File: src/rtl/cdu_pkg.sv
// Shared CDU definitions: increment-sender state, request direction and saturating arithmetic.
package cdu_pkg;

  typedef enum logic [1:0] {
    StIdle,
    StReq,
    StRelease,
    StGap
  } sender_state_e;

  typedef enum logic {
    DirPlus  = 1'b0,
    DirMinus = 1'b1
  } dir_e;

  // Symmetric clamp to +/-max_val; callers detect lost steps by comparing with the raw sum.
  function automatic int sat_add(input int a, input int b, input int max_val);
    int sum;
    sum = a + b;
    if (sum > max_val) begin
      return max_val;
    end
    if (sum < -max_val) begin
      return -max_val;
    end
    return sum;
  endfunction

endpackage

File: src/rtl/slot_timer.sv
// Loadable down-counter used for both the inter-request gap and the acknowledge timeout.
module slot_timer #(
  parameter int unsigned WIDTH = 7
) (
  input  logic             clk,
  input  logic             rst_n,
  input  logic             load,
  input  logic [WIDTH-1:0] load_val,
  input  logic             tick,
  output logic             expired
);

  logic [WIDTH-1:0] count_q;

  always_ff @(posedge clk) begin
    if (!rst_n) begin
      count_q <= '0;
    end else if (load) begin
      count_q <= load_val;
    end else if (tick && (count_q != '0)) begin
      count_q <= count_q - 1'b1;
    end
  end

  assign expired = (count_q == '0);

endmodule

File: src/rtl/agc_increment_sender.sv
// Queues read-counter steps in a signed backlog and forwards each one to the AGC as a
// PCDU/MCDU increment request using a four-phase handshake.
module agc_increment_sender
  import cdu_pkg::*;
#(
  parameter int unsigned BACKLOG_W   = 6,
  parameter int unsigned SLOT_GAP    = 16,
  parameter int unsigned ACK_TIMEOUT = 64
) (
  input  logic                        clk,
  input  logic                        rst_n,
  input  logic                        up_step,
  input  logic                        dn_step,
  input  logic                        cdu_zero,
  input  logic                        agc_ack,
  output logic                        agc_pcdu_req,
  output logic                        agc_mcdu_req,
  output logic signed [BACKLOG_W-1:0] backlog,
  output logic                        busy,
  output logic                        overflow,
  output logic                        timeout_err
);

  localparam int          BacklogMax = (2 ** (BACKLOG_W - 1)) - 1;
  localparam int unsigned TimerMax   = (SLOT_GAP > ACK_TIMEOUT) ? SLOT_GAP : ACK_TIMEOUT;
  localparam int unsigned TimerW     = $clog2(TimerMax + 1);
  // Timer reaches zero on the last allowed cycle, hence the -1 on both loads.
  localparam logic [TimerW-1:0] AckLoad = TimerW'(ACK_TIMEOUT - 1);
  localparam logic [TimerW-1:0] GapLoad = TimerW'(SLOT_GAP - 1);

  sender_state_e               state_q;
  dir_e                        dir_q;
  logic signed [BACKLOG_W-1:0] backlog_q, backlog_d;
  logic                        pcdu_q, mcdu_q, overflow_q, timeout_q;
  logic                        step_lost;
  int                          sent, delta, raw_sum, sat_sum;

  logic              timer_load, timer_tick, timer_expired;
  logic [TimerW-1:0] timer_val;

  slot_timer #(
    .WIDTH(TimerW)
  ) u_slot_timer (
    .clk     (clk),
    .rst_n   (rst_n),
    .load    (timer_load),
    .load_val(timer_val),
    .tick    (timer_tick),
    .expired (timer_expired)
  );

  always_comb begin
    sent = 0;
    if ((state_q == StReq) && agc_ack) begin
      sent = (dir_q == DirPlus) ? 1 : -1;
    end
    delta     = int'(up_step) - int'(dn_step) - sent;
    raw_sum   = int'(backlog_q) + delta;
    sat_sum   = sat_add(int'(backlog_q), delta, BacklogMax);
    step_lost = (raw_sum != sat_sum);
    backlog_d = BACKLOG_W'(sat_sum);
  end

  always_comb begin
    timer_load = 1'b0;
    timer_tick = 1'b0;
    timer_val  = '0;
    unique case (state_q)
      StIdle: begin
        if (backlog_q != '0) begin
          timer_load = 1'b1;
          timer_val  = AckLoad;
        end
      end
      StReq: begin
        if (!agc_ack) begin
          if (timer_expired) begin
            timer_load = 1'b1;
            timer_val  = GapLoad;
          end else begin
            timer_tick = 1'b1;
          end
        end
      end
      StRelease: begin
        if (!agc_ack) begin
          timer_load = 1'b1;
          timer_val  = GapLoad;
        end
      end
      StGap:   timer_tick = 1'b1;
      default: timer_tick = 1'b0;
    endcase
  end

  always_ff @(posedge clk) begin
    if (!rst_n || cdu_zero) begin
      state_q    <= StIdle;
      dir_q      <= DirPlus;
      backlog_q  <= '0;
      pcdu_q     <= 1'b0;
      mcdu_q     <= 1'b0;
      overflow_q <= 1'b0;
      timeout_q  <= 1'b0;
    end else begin
      backlog_q <= backlog_d;
      if (step_lost) begin
        overflow_q <= 1'b1;
      end
      unique case (state_q)
        StIdle: begin
          if (backlog_q > 0) begin
            dir_q   <= DirPlus;
            pcdu_q  <= 1'b1;
            state_q <= StReq;
          end else if (backlog_q < 0) begin
            dir_q   <= DirMinus;
            mcdu_q  <= 1'b1;
            state_q <= StReq;
          end
        end
        StReq: begin
          if (agc_ack) begin
            pcdu_q  <= 1'b0;
            mcdu_q  <= 1'b0;
            state_q <= StRelease;
          end else if (timer_expired) begin
            pcdu_q    <= 1'b0;
            mcdu_q    <= 1'b0;
            timeout_q <= 1'b1;
            state_q   <= StGap;
          end
        end
        StRelease: begin
          if (!agc_ack) begin
            state_q <= StGap;
          end
        end
        StGap: begin
          if (timer_expired) begin
            state_q <= StIdle;
          end
        end
        default: state_q <= StIdle;
      endcase
    end
  end

  assign agc_pcdu_req = pcdu_q;
  assign agc_mcdu_req = mcdu_q;
  assign backlog      = backlog_q;
  assign busy         = (state_q != StIdle);
  assign overflow     = overflow_q;
  assign timeout_err  = timeout_q;

endmodule

File: config.mk
export PLATFORM = sky130hd
export DESIGN_NAME = agc_increment_sender
export DESIGN_NICKNAME = d
export VERILOG_FILES = /design/src/rtl/cdu_pkg.sv /design/src/rtl/slot_timer.sv /design/src/rtl/agc_increment_sender.sv
export SDC_FILE = /design/constraint.sdc
export NUM_CORES = 1
export LEC_CHECK = 0
export ABC_AREA = 1
export BUFFER_PORTS_ARGS = -buffer_cell sky130_fd_sc_hd__buf_2
export CORE_MARGIN = 10
export CORE_UTILIZATION = 40
export DETAILED_ROUTE_END_ITERATION = 16
export GPL_TIMING_DRIVEN = 0
export PLACE_DENSITY = 0.66
export SLEW_MARGIN = 20
export SYNTH_ARGS = -nofsm -noshare
export SYNTH_HDL_FRONTEND = slang
export SYNTH_SLANG_ARGS = --single-unit
File: constraint.sdc
create_clock -name clk -period 10.2 [get_ports clk]
set_input_delay 3.06 -clock clk [delete_from_list [all_inputs] [get_ports clk]]
set_output_delay 3.06 -clock clk [all_outputs]
set_load 0.05 [all_outputs]
## After elaboration in Yosys (flattened, before gate mapping)

Index checks and enable logic that the tools add are counted.
Widths: inputs -> output; s select.

- Add/sub/neg operators: 4
- $lt $le $gt $ge: 4
- Eq/ne operators: 11
- Mux-type cells: 39
- Bitwise logic cells: 1
- Reduce and logical (&&, ||, !) cells: 17

Operators by type and width:

| kind | number |
|---|---|
| $mux 32 | 5 |
| $add 6x32->32 | 1 |
| $gt 32x6->1 const B | 1 |
| $lt 32x6->1 const B | 1 |
| $ne 32x32->1 | 1 |
| $sub 2x32->32 | 1 |
| $pmux 6 s3 | 1 |
| $mux 1 | 15 |
| $mux 7 | 2 |
| $mux 2 | 6 |
| $mux 4 | 3 |
| $ne 2x2->1 const B | 5 |
| $pmux 2 s4 | 1 |
| $reduce_and 4->1 | 2 |
| $reduce_bool 2->1 | 4 |
| $logic_not 7->1 | 1 |
| $reduce_bool 7->1 | 1 |
| $sub 7x1->7 const B | 1 |
| $gt 6x1->1 const B | 1 |
| $lt 6x1->1 const B | 1 |
| $mux 6 | 1 |
| $ne 3x3->1 const B | 2 |
| $pmux 1 s2 | 3 |
| $reduce_and 3->1 | 2 |
| 12 further kinds | 14 |

- Register bits after elaboration: 20
- Input bits: 6
- Output and inout port bits: 11
- Word-level logic and storage cells: 84

## Longest topological paths before layout

- Depth in word-level cells: 11
- Depth in mapped cells: 29
- Mapped depth without buffers: 29

## Modules after synthesis

From an unflattened synthesis, not the netlist that was laid out.

- Cells, all modules: 343
- Area total of the unflattened synthesis: 2,338.5 sq um

Modules (own cells, without submodules):

| module | instances | cells an instance | area each (sq um) | seq. area each (sq um) |
|---|---|---|---|---|
| agc_increment_sender | 1 | 251 | 1,808.0 | 260.2 |
| slot_timer | 1 | 92 | 530.5 | 140.1 |

## Worst setup path before layout

Ideal clock, no wire load.

- Kind: input to register
- Start: input port agc_ack
- End: register backlog_q[2] (netlist: backlog[2])
- Library setup time: 0.072 ns
- Arrival time: 7.330 ns
- Required time: 10.128 ns
- Slack: 2.798 ns
- Stages on the path: 19
- Path buffers: 0
- Path through: nand2_1 nor2_1 inv_1 fa_1 ha_1 nand2_1 inv_1 a21oi_2 nand2_1 fa_1 fa_1 nor2_1 nand3_1 nor3_1 o311ai_0 ha_1 inv_1 nand2_1 a21oi_1

- Longest elaborated chain between the ends: 9
- Elaborated cells between the ends (all ways): 13
- Classes of those cells: add/sub: 2; order compare: 2; mux: 8; reduce/logical: 1

RTL lines:

| element | RTL line | RTL |
|---|---|---|
| start, declared | agc_increment_sender.sv:15 | `input logic agc_ack,` |
| $logic_and 1x1->1 * | agc_increment_sender.sv:54 | `if ((state_q == StReq) && agc_ack) begin` |
| $mux 32 * | agc_increment_sender.sv:54 |  |
| $sub 2x32->32 * | agc_increment_sender.sv:57 | `delta = int'(up_step) - int'(dn_step) - sent;` |
| $add 6x32->32 * | cdu_pkg.sv:19 | `sum = a + b;` |
| $gt 32x6->1 or $lt 32x6->1 (tied branches) | cdu_pkg.sv:20, cdu_pkg.sv:23 |  |
| $mux 5 or $mux 1 (tied branches) | cdu_pkg.sv:20, cdu_pkg.sv:23 |  |
| $mux 32 or $mux 1 (tied branches) | cdu_pkg.sv:23 | `if (sum < -max_val) begin` |
| $mux 32 | cdu_pkg.sv:26 | `return sum;` |
| $mux 32 * | cdu_pkg.sv:23 |  |
| end signal, assigned | agc_increment_sender.sv:106 | `backlog_q <= backlog_d;` |
| end, declared | agc_increment_sender.sv:33 | `logic signed [BACKLOG_W-1:0] backlog_q, backlog_d;` |

Mark *: on every way between the ends. The rest lies on a longest branch, timed or not. The select of a mux whose other input is x is not followed.
A chain may end at the register's enable or synchronous reset.

## Final worst setup path

- Start: input port agc_ack
- End: register backlog_q[3] (netlist: backlog[3])

The elaborated chain is that of the path after synthesis.

==> run summary <==
status -> completed
Max stage delay on crit path -> 1000 ps
Yosys warning count -> 0
flop-to-flop setup slack -> 4540 ps
Initial Util -> 41.4%
Core Footprint -> 5110 um2
synthesized area per cell -> 7.16 um2
Startpoint Class -> input pin
GPL Wtd Cong -> 0.811
Worst EP required -> 10390 ps
top cell type by total area after synthesis -> dfxtp_1
first-pass GRT wire length -> 8020 um
Crit path arrival time -> 8130 ps
antenna violations before repair -> 0
fin util -> 46.0%
Max-Cap Viols -> 0
fin nets -> 357
Syn-to-layout area delta -> 11.3%
Critical-path top delay cell -> fa_1
vias in the first global route -> 1887
flops & latches, synth -> 20
clock buffer depth -> 2
number of synthesized flops with an enable pin -> 0
Post-Synthesis Cells -> 295
cell area after synthesis -> 2110 um2
I/O pins -> 17
fillers -> 545
n_diodes -> 0
Setup-failing EPs final -> 0
DR vias -> 1790
worst-path cell chain -> buf_2 -> nand2_1 -> nor2_1 -> inv_1 -> fa_1 -> ha_1 -> nand2_1 -> inv_1 -> a21oi_2 -> nand2_1 -> fa_1 -> fa_1 -> nor2_1 -> nand3_1 -> nor3_1 -> o311ai_0 -> ha_1 -> inv_1 -> nand2_1 -> a21oi_1
input/output buffers -> 16
share of the synthesized area in the top cell type -> 19.0%
CP most frequent cell -> nand2_1
clock slew at reported path FFs -> 80 ps
layout cell share with drive strength beyond 1 -> 15.2%
crit path from -> agc_ack
GRT met2 Usage -> 20.8%
prevailing post-synth register cell -> dfxtp_1
reg2reg end -> backlog[3]$_SDFF_PP0_
Hold Crit Class -> reg -> reg
Tcrit/Tclk final -> 77.9%
Post-CTS Hold Buffers -> 0
setup bufs post-CTS -> 0
Worst setup EP type -> flip-flop
GR Overflow Total -> 0
Setup TNS -> 0 ps
sequential fraction of the synthesis area -> 19.0%
Row Count -> 26
RSZ-0062 raised after global routing -> no
total routed wirelength -> 4380 um
DR pass1 iterations -> 4
Worst-Margin Slew -> 698 ps
synth top area cells -> dfxtp_1 19%, fa_1 17%, inv_1 11%
worst setup path class -> in -> reg
Die Y -> 92.7 um
asr flop ratio synth -> 0%
die area -> 8590 um2
met1 Use GR -> 12.6%
post-route ant nets -> 0
Fmax -> 126 MHz
Sink Count -> 20
Wirelength per Cell -> 11.4 um
r2r startpoint -> state_q[1]$_SDFFE_PP0P_
H-tree lvl count -> 1
1st-iter DRT viols -> 37
Die X -> 92.7 um
Reg2Reg Depth -> 21
Final Hold Fails -> 0
Synth cell types -> 30
cts bufs inserted -> 3
All-Layer GR Usage -> 11.0%
clk_lat worst skew -> 270 ps
CTS Root Cell -> clkbuf_8
Avg Vias per Cell -> 4.65
TritonCTS clock tree -> done
Final Max Tran Viols -> 0
Synthesized Nets -> 336
Residual DRC -> 0
HPWL Detailed -> 3760 um
Post-CTS Resized -> 0
pin count of the biggest net entering global routing -> 13
Worst slew margin -> 53.4%
crit path capture -> backlog[3]$_SDFF_PP0_
minimum clock period -> 7940 ps
crit-path max FO -> 11
busiest grt layer -> met2
clk_skew -> 3.93 ps
met3 Usage GRT -> 1.69%
==> kinds of logic (layout without fill, tap and decap cells) <==
logic type	after synthesis	count (layout)	share of synthesized area, %
and+or+nand+nor	132	132	29.6
buffers and inverters	63	83	11.2
AOI/OAI and AO/OA	38	38	10.2
adders and majority gates	35	35	27.1
DFF	20	20	19.0
xor gates and xnor gates	7	7	2.90
==> cell usage in the layout (no fill, tap or decap), types with 5 or more instances in the layout <==
cell type   n
a21oi_1    22
buf_2      16
dfxtp_1    20
fa_1       18
ha_1       17
inv_1      61
nand2_1    58
nand2_2     9
nand3_1    13
nand4_1     5
nor2_1     27
nor2_2      6
o21ai_0     9
xor2_1      6
==> critical path, delay by kind of cell <==
kind	cells	cell delay, ps
AOI/OAI and AO/OA	3	540
and+or+nand+nor	8	1300
adders and majority gates	5	2710
buffers and inverters	4	520
==> sequential cells by signal, summed over array words and instances (netlist names) <==
signal / cells
u_slot_timer.count_q: 7
backlog: 6
state_q: 2
agc_mcdu_req: 1
agc_pcdu_req: 1
dir_q: 1
overflow: 1
timeout_err: 1
==> worst min-delay path by stage <==
stage	slack [ps]	depth (start not counted)	from	to
floorplan	430	2	dir_q$_SDFFE_PP0P_	dir_q$_SDFFE_PP0P_
global route	490	2	timeout_err$_SDFFE_PP0P_	timeout_err$_SDFFE_PP0P_
finish	460	2	dir_q$_SDFFE_PP0P_	dir_q$_SDFFE_PP0P_
detailed placement	450	2	agc_mcdu_req$_SDFFE_PP0P_	agc_mcdu_req$_SDFFE_PP0P_
global placement	440	2	timeout_err$_SDFFE_PP0P_	timeout_err$_SDFFE_PP0P_
CTS	460	2	agc_mcdu_req$_SDFFE_PP0P_	agc_mcdu_req$_SDFFE_PP0P_
==> through the flow <==
step	cell area [um2]	hold WS (ps)	worst slack, ps	instances
finish	2350	458	2260	385
CTS	2350	465	2130	385
floorplan	2110	429	2800	295
global placement	2280	439	2030	381
global route	2350	491	1720	385
detailed placement	2280	452	1860	381
==> synthesized netlist by cell type, types with 2 or more instances <==
cell	number
a21oi_1	22
nor3_1	3
nand2_4	2
nand4_1	5
nor2_2	6
a21oi_2	2
nand3_1	13
nor3_2	2
xor2_1	6
nand3_2	3
fa_1	18
o21ai_0	9
nand2_1	58
nor2_1	27
dfxtp_1	20
inv_1	61
nand2_2	9
ha_1	17
==> cell type report <==
type                    instances  area [um2]  share of cell area [%]
clock buffers                   3        41.3                    1.76
clock inverters                 1        30.0                    1.28
inverters                      63         236                    10.1
multi-input cells             212        1480                    62.7
flip-flops and latches         20         400                    17.0
well taps                      70        87.6                    3.73
repair buffers                 16        80.1                    3.41
==> routing by layer <==
metal / vias to the layer above / routed length, um
met2: 18 / 2320
met5: - / 0
met3: 5 / 136
li1: 953 / -
met4: 0 / 48
met1: 814 / 1880
Power is not shown: default switching activity piles up to over one toggle a cycle in this logic, so the estimate is an artifact.
